## src/rtl/adder_error_profiler.sv

```systemverilog
// Characterisation sequencer: sweeps every operand pair through an exact and an
// approximate adder and accumulates error count, max and summed error distance.
module adder_error_profiler #(
   parameter int WIDTH = 6,
   parameter int LAT   = 0,
   parameter int SUM_W = 20
) (
   input  logic                 clk,
   input  logic                 rst_n,
   input  logic                 start,
   input  logic                 abort,
   output logic [WIDTH-1:0]     op_a,
   output logic [WIDTH-1:0]     op_b,
   input  logic [WIDTH:0]       y_exact,
   input  logic [WIDTH:0]       y_approx,
   output logic                 busy,
   output logic                 done,
   output logic [2*WIDTH:0]     err_count,
   output logic [WIDTH:0]       max_ed,
   output logic [SUM_W-1:0]     sum_ed
);

   localparam int IW = 2 * WIDTH;
   localparam int PW = (LAT > 0) ? LAT : 1;

   typedef enum logic [1:0] {
      S_IDLE  = 2'd0,
      S_RUN   = 2'd1,
      S_DRAIN = 2'd2,
      S_DONE  = 2'd3
   } state_t;

   state_t              state_q;
   logic [IW-1:0]       idx_q;
   logic [PW-1:0]       vpipe_q;
   logic [PW-1:0]       vpipe_d;
   logic [2:0]          drain_q;
   logic                busy_q;
   logic                done_q;
   logic [2*WIDTH:0]    err_count_q;
   logic [2*WIDTH:0]    err_count_d;
   logic [WIDTH:0]      max_ed_q;
   logic [WIDTH:0]      max_ed_d;
   logic [SUM_W-1:0]    sum_ed_q;
   logic [SUM_W-1:0]    sum_ed_d;
   logic [WIDTH:0]      ed_s;
   logic                issue_s;
   logic                dvalid_s;
   logic                commit_s;

   // Valid alignment and per-pair metric update; an aborting cycle commits nothing.
   always_comb begin
      issue_s    = (state_q == S_RUN);
      vpipe_d    = vpipe_q << 1;
      vpipe_d[0] = issue_s;
      if (LAT == 0) begin
         dvalid_s = issue_s;
      end else begin
         dvalid_s = vpipe_q[PW-1];
      end
      commit_s = dvalid_s & ~abort;
      if (y_exact >= y_approx) begin
         ed_s = y_exact - y_approx;
      end else begin
         ed_s = y_approx - y_exact;
      end
      err_count_d = err_count_q;
      max_ed_d    = max_ed_q;
      sum_ed_d    = sum_ed_q + SUM_W'(ed_s);
      if (ed_s != '0) begin
         err_count_d = err_count_q + (2*WIDTH+1)'(1);
      end else begin
         err_count_d = err_count_q;
      end
      if (ed_s > max_ed_q) begin
         max_ed_d = ed_s;
      end else begin
         max_ed_d = max_ed_q;
      end
   end

   // Sweep FSM with registered status outputs and metric accumulators.
   always_ff @(posedge clk or negedge rst_n) begin
      if (!rst_n) begin
         state_q     <= S_IDLE;
         idx_q       <= '0;
         vpipe_q     <= '0;
         drain_q     <= 3'd0;
         busy_q      <= 1'b0;
         done_q      <= 1'b0;
         err_count_q <= '0;
         max_ed_q    <= '0;
         sum_ed_q    <= '0;
      end else begin
         if (commit_s) begin
            err_count_q <= err_count_d;
            max_ed_q    <= max_ed_d;
            sum_ed_q    <= sum_ed_d;
         end
         case (state_q)
            S_IDLE, S_DONE: begin
               if (start) begin
                  state_q     <= S_RUN;
                  idx_q       <= '0;
                  vpipe_q     <= '0;
                  busy_q      <= 1'b1;
                  done_q      <= 1'b0;
                  err_count_q <= '0;
                  max_ed_q    <= '0;
                  sum_ed_q    <= '0;
               end
            end
            S_RUN: begin
               if (abort) begin
                  state_q <= S_IDLE;
                  idx_q   <= '0;
                  vpipe_q <= '0;
                  busy_q  <= 1'b0;
                  done_q  <= 1'b0;
               end else begin
                  idx_q   <= idx_q + IW'(1);
                  vpipe_q <= vpipe_d;
                  drain_q <= 3'd0;
                  if (idx_q == '1) begin
                     if (LAT == 0) begin
                        state_q <= S_DONE;
                        busy_q  <= 1'b0;
                        done_q  <= 1'b1;
                     end else begin
                        state_q <= S_DRAIN;
                     end
                  end
               end
            end
            S_DRAIN: begin
               if (abort) begin
                  state_q <= S_IDLE;
                  vpipe_q <= '0;
                  busy_q  <= 1'b0;
                  done_q  <= 1'b0;
               end else begin
                  vpipe_q <= vpipe_d;
                  if (drain_q == 3'(LAT - 1)) begin
                     state_q <= S_DONE;
                     busy_q  <= 1'b0;
                     done_q  <= 1'b1;
                  end else begin
                     drain_q <= drain_q + 3'd1;
                  end
               end
            end
            default: begin
               state_q <= S_IDLE;
               busy_q  <= 1'b0;
               done_q  <= 1'b0;
            end
         endcase
      end
   end

   assign op_a      = idx_q[IW-1:WIDTH];
   assign op_b      = idx_q[WIDTH-1:0];
   assign busy      = busy_q;
   assign done      = done_q;
   assign err_count = err_count_q;
   assign max_ed    = max_ed_q;
   assign sum_ed    = sum_ed_q;

endmodule

```

## config.mk

```make
export PLATFORM = sky130hd
export DESIGN_NAME = adder_error_profiler
export DESIGN_NICKNAME = d
export VERILOG_FILES = /design/src/rtl/adder_error_profiler.sv
export SDC_FILE = /design/constraint.sdc
export NUM_CORES = 1
export LEC_CHECK = 0
export ABC_CLOCK_PERIOD_IN_PS = 2300
export BUFFER_PORTS_ARGS = -buffer_cell sky130_fd_sc_hd__clkbuf_2
export CAP_MARGIN = 20
export CORE_UTILIZATION = 51
export CTS_CLUSTER_DIAMETER = 200
export CTS_CLUSTER_SIZE = 8
export DETAILED_ROUTE_END_ITERATION = 16
export GPL_TIMING_DRIVEN = 0
export PLACE_DENSITY = 0.77
export SLEW_MARGIN = 10
export SYNTH_ARGS = -nofsm -noshare
export SYNTH_HDL_FRONTEND = slang
export SYNTH_SLANG_ARGS = --single-unit
```

## constraint.sdc

```tcl
create_clock -name clk -period 2.3 [get_ports clk]
set_input_delay 0.575 -clock clk [delete_from_list [all_inputs] [get_ports clk]]
set_output_delay 0.575 -clock clk [all_outputs]
set_load 0.02 [all_outputs]
```

# Yosys cells after proc, flatten, opt, wreduce, memory -nomap -nowiden
# Index checks and enable logic that the tools add are counted.
[classes]
add_sub_neg = 6
magnitude_cmp = 2
n_eq_ne = 11
mux = 37
n_bitwise = 2
reduce_logical = 8
[op_table]
columns = ["op", "count"]
rows = [
  ["$mux 20", 3],
  ["$mux 13", 4],
  ["$mux 7", 5],
  ["$mux 12", 2],
  ["$pmux 12 s2", 1],
  ["$add 20x7->20", 1],
  ["$sub 7x7->7", 2],
  ["$add 13x1->13 const B", 1],
  ["$add 12x1->12 const B", 1],
  ["$eq 12x12->1 const B", 1],
  ["$mux 1", 10],
  ["$mux 2", 5],
  ["$mux 3", 3],
  ["$ne 2x2->1 const B", 4],
  ["$ge 7x7->1", 1],
  ["$gt 7x7->1", 1],
  ["$reduce_bool 7->1", 1],
  ["$pmux 1 s3", 2],
  ["$pmux 2 s3", 1],
  ["$pmux 3 s2", 1],
  ["$eq 2x2->1 const B", 2],
  ["$reduce_and 4->1", 1],
  ["$reduce_bool 2->1", 2],
  ["$add 3x1->3 const B", 1],
  ["10 further kinds", 10],
]
[totals]
ff_bits = 59
in_bits = 18
out_inout_bits = 54
word_cells = 74

# Depth between registers and ports, before layout
# Gate-level depths: netlist of the first run.
[logic_depth]
ltp_word = 7
mapped_depth = 18
ltp_nobuf = 17

# Least setup slack after synthesis of the first run
# OpenSTA, ideal clock, no wires.
[synth_timing]
path_type = "input to register"
startpoint = "input y_exact[2]"
endpoint = "register sum_ed_q[9], in the netlist sum_ed[9]"
setup_ns = 0.132
arrival_ns = 3.759
required_time_ns = 2.168
setup_slack_ns = -1.590
cell_stages = 16
path_buffers = 1
cell_sequence = "inv_1 ha_1 a21oi_4 o21ai_2 a41o_1 buf_6 a21oi_1 ha_1 a21o_1 a21oi_1 nor2b_1 o21a_1 o41ai_1 nor3b_1 xnor2_1 nor2_1"
[synth_via]
elab_chain_len = 6
elab_cells_between_ends = 8
classes_between = "add/sub (3); order compare (1); mux (4)"
[synth_rtl]
columns = ["element", "line_no", "rtl"]
rows = [
  ["from (decl)", "14", "input logic [WIDTH:0] y_exact,"],
  ["$sub 7x7->7 (tied with other cells)", "65", "ed_s = y_approx - y_exact;"],
  ["$mux 7 *", "62", "if (y_exact >= y_approx) begin"],
  ["$add 20x7->20 *", "69", "sum_ed_d = sum_ed_q + SUM_W'(ed_s);"],
  ["$mux 20 *", "95", "if (commit_s) begin"],
  ["$mux 20", "102", "if (start) begin"],
  ["$mux 20 *", "100", "case (state_q)"],
  ["to (signal assigned)", "98", "sum_ed_q <= sum_ed_d;"],
  ["to (decl)", "44", "logic [SUM_W-1:0] sum_ed_q;"],
]
# Every way passes the cells marked *; elsewhere a longest branch is shown, timed or not.
# A chain may end at the register's enable or synchronous reset.

# Worst setup path after layout of the first run
[layout_timing]
startpoint = "input y_exact[1]"
endpoint = "register max_ed_q[2], in the netlist max_ed[2]"
[layout_via]
elab_chain_len = 7
elab_cells_between_ends = 9
classes_between = "add/sub (2); order compare (2); mux (5)"
[layout_rtl]
columns = ["element", "line_no", "rtl"]
rows = [
  ["$sub 7x7->7 (tied with other cells)", "65", ""],
  ["$mux 7 *", "62", ""],
  ["$gt 7x7->1", "75", "if (ed_s > max_ed_q) begin"],
  ["$mux 7 *", "75", ""],
  ["$mux 7 *", "95", ""],
  ["$mux 7", "102", ""],
  ["$mux 7 *", "100", ""],
  ["to (signal assigned)", "97", "max_ed_q <= max_ed_d;"],
  ["to (decl)", "42", "logic [WIDTH:0] max_ed_q;"],
]
# Marks and branches as above.

==> results of run 1 <==
[metal layers]
metal / vias up / global-route usage / part of all wire
met4: 0 / 0.168 / 0.058
li1: 1823 / - / -
met2: 208 / 0.459 / 0.51
met5: - / 0 / 0
met3: 69 / 0.0635 / 0.051
met1: 2034 / 0.312 / 0.38
[flip-flops by register name, summed over array words and instances (netlist names)]
name       cells
done           1
sum_ed        20
max_ed         7
state_q        1
drain_q        3
err_count     13
idx_q         12
busy           1
[final timing paths]
kind	startpoint	to	slack [ns]	cells past startpoint
min in group clk	busy$_DFFE_PN0P_	busy$_DFFE_PN0P_	0.49	1
worst min register to register	busy$_DFFE_PN0P_	busy$_DFFE_PN0P_	0.49	1
worst max register to register	sum_ed[0]$_DFF_PN0_	sum_ed[12]$_DFF_PN0_	-0.17	11
max in group asynchronous	rst_n	idx_q[2]$_DFFE_PN0P_	1.45	1
worst min-delay path	rst_n	sum_ed[16]$_DFF_PN0_	0.34	1
worst max-delay path	y_exact[1]	max_ed[2]$_DFF_PN0_	-1.15	22
[cell type report]
type / count / area (µm²)
Clock inverter: 5 / 52.6
Buffer: 13 / 78.8
Sequential cell: 58 / 1450
Clock buffer: 11 / 151
Multi-Input combinational cell: 332 / 3090
Inverter: 33 / 130
Tap cell: 99 / 124
Timing Repair Buffer: 133 / 932
Fill cell: 408 / 1360
[cell families after synthesis]
logic type      Yosys count  share of synthesized area
fa+ha+maj                37                      0.123
xor+xnor                 26                     0.0595
flops                    58                      0.367
mux                      12                     0.0310
simple gates            159                      0.206
buf+inv                  47                     0.0507
compound gates           98                      0.163
[metrics by stage]
stage                     hold WS [ns]  worst slack (ns)  utilization
final                            0.344             -1.15        0.816
after global routing             0.400             -1.22        0.816
after CTS                        0.379             -1.02        0.739
after detailed placement         0.486             -1.77        0.628
after global placement           0.470             -1.65        0.628
after floorplan                  0.279             -1.13            -
[cells in the mapped netlist, drive strengths merged, types with 9 or more instances]
cell type  count  area [µm²]
dfrtp         58        1450
nor2          48         180
nand2         35         131
ha            34         425
inv           33         124
a21oi         29         160
o21ai         27         139
nand3         14        70.1
xnor2         13         114
xor2          13         121
mux2i         10         100
clkbuf         9        33.8
[worst register-to-register path, stage by stage, from the launching register on]
cell and delay [ns]:
dfrtp_1 0.37, ha_1 0.19, inv_1 0.07, fa_2 0.37
nand3b_1 0.21, a21boi_2 0.19, o21a_1 0.18, o21ai_2 0.09
a21oi_4 0.26, nand3_2 0.11, xor2_1 0.22, nor2_1 0.08
[power breakdown]
group / switching (µW) / internal [µW] / leakage [µW]
Combinational: 1850 / 1440 / 0.00185
Sequential: 200 / 1190 / 0.000790
Clock: 458 / 554 / 0.000105
Total: 2510 / 3190 / 0.00274
[timing repair]
| item | 4_1_cts | 5_1_grt |
|---|---|---|
| cloned | 2 | 0 |
| setup buffers | 38 | 26 |
| resized for setup | 67 | 84 |
| endpoints found under the setup margin | 40 | 49 |
| pin swaps | 53 | 40 |
==> out/metrics.csv, run 1 <==
stage;metric;value;unit
timing;drv_slew;0;
global_route;antenna_found_initial;0;
finish;area_growth;52.1;%
timing;setup_viol;39;
yosys;synthArstFlopShare;1.00;
cts;root_buffer;clkbuf_8;
timing;finalCritPeriodShare;1.50;
cts;ctsLongestPathBuffers;2;
route;avgRoutedWirePerCell;19.5;µm
route;drc_errors;0;
route;vias;4134;
worst_setup_path;cp_max_fo;3;
worst_setup_path;crit_slowest_cell;fa_2;
worst_setup_path;cp.arrival;3.66;ns
yosys;yosys_warnings;0;
finish;final_area;6010;µm²
yosys;syn_inst;437;
timing;fin_ws;-1.15;ns
cts;clkLatencyLatePin;0.35;ns
cts;cts_tree;built;
power;ir_drop;423;µV
floorplan;coreArea;7370;µm²
worst_setup_path;cp.required;2.52;ns
yosys;syn_nets;492;
placement;place_area;4630;µm²
worst_setup_path;critical_path.max_stage_delay;0.36;ns
finish;fin_nets;635;
cts;cts_buffers;9;
floorplan;start_util;0.536;
route;drt_iter0_drc;299;
timing;skew;0.0118;ns
global_route;grt_overflow_total;0;
route;wl;13400;µm
worst_setup_path;crit_path_frequent_cell;buf_4;
finish;antenna_cells;0;
finish;fin_cells;684;
placement;gp_congestion;0.881;
power;power_density;948;nW/µm²
worst_setup_path;start_kind;primary input;
timing;fmax;0.290;GHz
floorplan;rows;31;
finish;layout_common_cells;clkbuf_2, dfrtp_1, nor2_1, buf_4, nand2_1;
cts;cts.sinks;58;
yosys;ys.flop_type;dfrtp_1;
timing;finalCriticalPeriod;3.45;ns
worst_setup_path;crit_family;buffers and inverters;
placement;port_buffers;71;
timing;setup_tns;-35.63;ns
timing;rsz0062_at_grt;yes;
yosys;ys_ff_latch;58;
cts;htree_levels;3;
global_route;grt_max_degree;59;
cts;cts_hold_buf;0;
floorplan;die_width;90.0;µm
run_status;violations;setup timing;
route;avgViaCountPerCell;6.04;
yosys;avgSynthCellArea;9.04;µm²
min_path;hp-class;in2async;
worst_setup_path;critPathKind;in2reg;
worst_setup_path;end_kind;flop;
timing;max_slew_margin;0.469;
placement;dp.cells;607;
floorplan;die_h;90.0;µm
worst_setup_path;path_cells;buf_8 -> clkinvlp_4 -> buf_4 -> buf_6 -> fa_2 -> nand2b_4 -> a21oi_4 -> buf_4 -> buf_4 -> a21oi_2 -> nand2_2 -> o31ai_4 -> ha_4 -> a21oi_2 -> nor2b_1 -> o21ai_1 -> nand2_1 -> o21ai_2 -> a41oi_4 -> buf_6 -> mux2i_1 -> nor2_1;
yosys;synth_enable_flop_cells;0;
finish;final_common_cell;clkbuf_2;
run_status;status;finished with violations;
cts;cts.clk_slew.worst_paths;0.08;ns
finish;drive_gt1_frac;0.462;
timing;tightest_slew;0.797;ns
flow_run;maxCapViolations;0;
global_route;grt_pass1_vias;3816;
floorplan;io_pins;72;
yosys;synth.cell_area;3950;µm²
placement;post-dp-hpwl;6950;µm
route;dr.pass1.iters;7;
global_route;grt_first_pass_wirelength;17500;µm
worst_setup_path;cp_num_buf_inv;7;
power;leakagePower;0.00274;µW
floorplan;die_area;8100;µm²
yosys;synth_cell_type_count;58;
global_route;track_usage;0.272;
timing;hold_violations;0;
power;finalPower;5700;µW
yosys;seq_area_frac_synth;0.367;
route;ant_nets;0;
No activity file was read; power rests on OpenSTA's default activity.
==> run 2: changes to the inputs <==
--- a/config.mk
+++ b/config.mk
@@ -18,3 +18,4 @@
 export SYNTH_ARGS = -nofsm -noshare
 export SYNTH_HDL_FRONTEND = slang
 export SYNTH_SLANG_ARGS = --single-unit
+export TNS_END_PERCENT = 10
==> out/metrics.csv, run 2 (same netlist as run 1, synthesis figures left out) <==
stage;metric;value;unit;change
finish;antenna_cells;0;;unchanged
route;ant_nets;0;;unchanged
placement;gp_congestion;0.872;;-1.0%
worst_setup_path;cp_max_fo;8;;+5
timing;max_slew_margin;0.465;;-0.00359
run_status;violations;setup timing;;
global_route;track_usage;0.268;;-0.00367
worst_setup_path;start_kind;primary input;;
finish;final_common_cell;clkbuf_2;;
timing;setup_tns;-34.96;ns;+0.665 ns
global_route;grt_max_degree;59;;unchanged
floorplan;start_util;0.536;;unchanged
global_route;busiest_layer;met2;;
floorplan;rows;31;;unchanged
timing;tightest_slew;0.802;ns;+0.00538 ns
floorplan;coreArea;7370;µm²;unchanged
global_route;met2_usage;0.455;;-0.00382
run_status;status;finished with violations;;
finish;fillers;524;;+28%
global_route;grt_use_met3;0.0609;;-0.00254
timing;finalCriticalPeriod;3.49;ns;+0.0394 ns
route;drt_iter0_drc;226;;-24%
route;drc_errors;0;;unchanged
floorplan;io_pins;72;;unchanged
power;leakagePower;0.00252;µW;-8.0%
global_route;grt_pass1_vias;3655;;-4.2%
global_route;grt_first_pass_wirelength;17500;µm;about the same
cts;root_buffer;clkbuf_8;;
finish;final_area;5480;µm²;-8.9%
floorplan;die_h;90.0;µm;unchanged
route;avgViaCountPerCell;5.88;;-2.7%
power;finalPower;5290;µW;-7.2%
cts;cts.sinks;58;;unchanged
worst_setup_path;cp.required;2.52;ns;about the same
timing;fmax;0.287;GHz;-1.1%
cts;cts.clk_slew.worst_paths;0.07;ns;about the same
route;avgRoutedWirePerCell;18.1;µm;-7.6%
timing;rsz0062_at_grt;yes;;
global_route;antenna_found_initial;0;;unchanged
cts;ctsLongestPathBuffers;2;;unchanged
finish;fin_nets;605;;-4.7%
route;dr.pass1.iters;5;;-2
global_route;grt_use_met1;0.339;;+0.0269
finish;layout_common_cells;clkbuf_2, dfrtp_1, nor2_1;;
placement;place_area;4580;µm²;-1.1%
route;wl;11800;µm;-12%
placement;post-dp-hpwl;7070;µm;+1.7%
worst_setup_path;cp.arrival;3.70;ns;+0.04 ns
timing;hold_violations;0;;unchanged
placement;port_buffers;71;;unchanged
cts;cts_tree;built;;
route;vias;3845;;-7.0%
power;ir_drop;886;µV;+110%
floorplan;die_area;8100;µm²;unchanged
finish;area_growth;38.6;%;
worst_setup_path;critPathKind;in2reg;;
worst_setup_path;end_kind;flop;;
timing;skew;0.00571;ns;-0.00605 ns
timing;drv_slew;0;;unchanged
timing;finalCritPeriodShare;1.52;;+0.0171
power;power_density;965;nW/µm²;+1.8%
cts;clkLatencyLatePin;0.34;ns;about the same
timing;setup_viol;40;;+2.6%
global_route;grt_overflow_total;0;;unchanged
flow_run;maxCapViolations;0;;unchanged
finish;drive_gt1_frac;0.380;;-0.0814
cts;cts_buffers;9;;unchanged
cts;htree_levels;3;;unchanged
floorplan;die_width;90.0;µm;unchanged
min_path;hp-class;in2async;;
finish;finish.utilization;0.743;;-0.0723
finish;largest_reg_flops;20;;unchanged
timing;fin_ws;-1.19;ns;-0.0393 ns
==> run 2: changes by cell type in the layout (fill, tap and decap cells not counted), moves of 3 or more <==
cell and delta:
buf_6 -15, buf_4 -14, a21oi_1 +5, a21oi_2 -5, ha_4 -5, clkbuf_2 -4, clkbuf_1 +3, ha_2 +3
o21ai_2 -3
==> run 2: worst paths after layout <==
check                           slack, ns                       to              from  cells after the start
worst max-delay path                -1.19     sum_ed[15]$_DFF_PN0_       y_approx[2]                     18
worst min-delay path                 0.35   err_count[6]$_DFF_PN0_             rst_n                      1
worst max register to register      -0.20  err_count[11]$_DFF_PN0_  done$_DFFE_PN0P_                      7
worst min register to register       0.50         busy$_DFFE_PN0P_  busy$_DFFE_PN0P_                      1
max in group asynchronous            1.44     idx_q[7]$_DFFE_PN0P_             rst_n                      1
min in group clk                     0.50         busy$_DFFE_PN0P_  busy$_DFFE_PN0P_                      1
==> run 2: critical path: stages <==
cell,delay [ns]
buf_8,0.10
ha_4,0.26
a21oi_4,0.19
o21ai_4,0.09
a41o_4,0.29
buf_6,0.14
a21oi_4,0.20
buf_4,0.15
ha_4,0.19
a21o_1,0.21
a21oi_2,0.24
nor2b_1,0.10
o21a_1,0.24
o41ai_4,0.23
buf_6,0.19
nor3_1,0.06
xnor2_1,0.18
nor2_1,0.06
==> run 2: power by group <==
| group | internal [µW] | leakage [µW] | total, µW | switching [µW] |
|---|---|---|---|---|
| Clock | 697 | 0.000119 | 1130 | 429 |
| Combinational | 1130 | 0.00162 | 2770 | 1650 |
| Sequential | 1200 | 0.000790 | 1390 | 192 |
| Total | 3020 | 0.00252 | 5290 | 2270 |
==> run 2: through the flow <==
stage          hold slack (ns)  std cells  worst slack (ns)
2_1_floorplan            0.279        437             -1.14
6_report                 0.348        654             -1.19
5_1_grt                  0.392        654             -1.28
3_5_place_dp             0.489        607             -1.83
3_3_place_gp             0.473        607             -1.67
4_1_cts                  0.367        645             -1.03
==> run 2: what timing repair did <==
| item | CTS | global route |
|---|---|---|
| hold buffers | 0 | 0 |
| setup endpoints to repair | 40 | 50 |
| setup buffers | 21 | 11 |
| gates cloned | 1 | 0 |
| hold endpoints to repair | 0 | 0 |
| pin swaps | 33 | 39 |
| gates resized for setup | 40 | 58 |
==> run 2: routing by layer <==
layer	up-vias	wire, µm	part of all wire
met5	-	0	0
met3	40	634	0.054
li1	1769	-	-
met1	1878	4850	0.41
met2	158	5870	0.50
met4	0	453	0.038
==> run 2: final cells by class <==
cell class	count	area, µm²	share of cell area
multi-input combinational	332	2810	0.512
sequential	58	1450	0.265
timing repair buffer	103	659	0.120
clock buffer	12	165	0.0302
inverter	33	131	0.0240
tap	99	124	0.0226
clock inverter	4	72.6	0.0132
buffer	13	67.6	0.0123
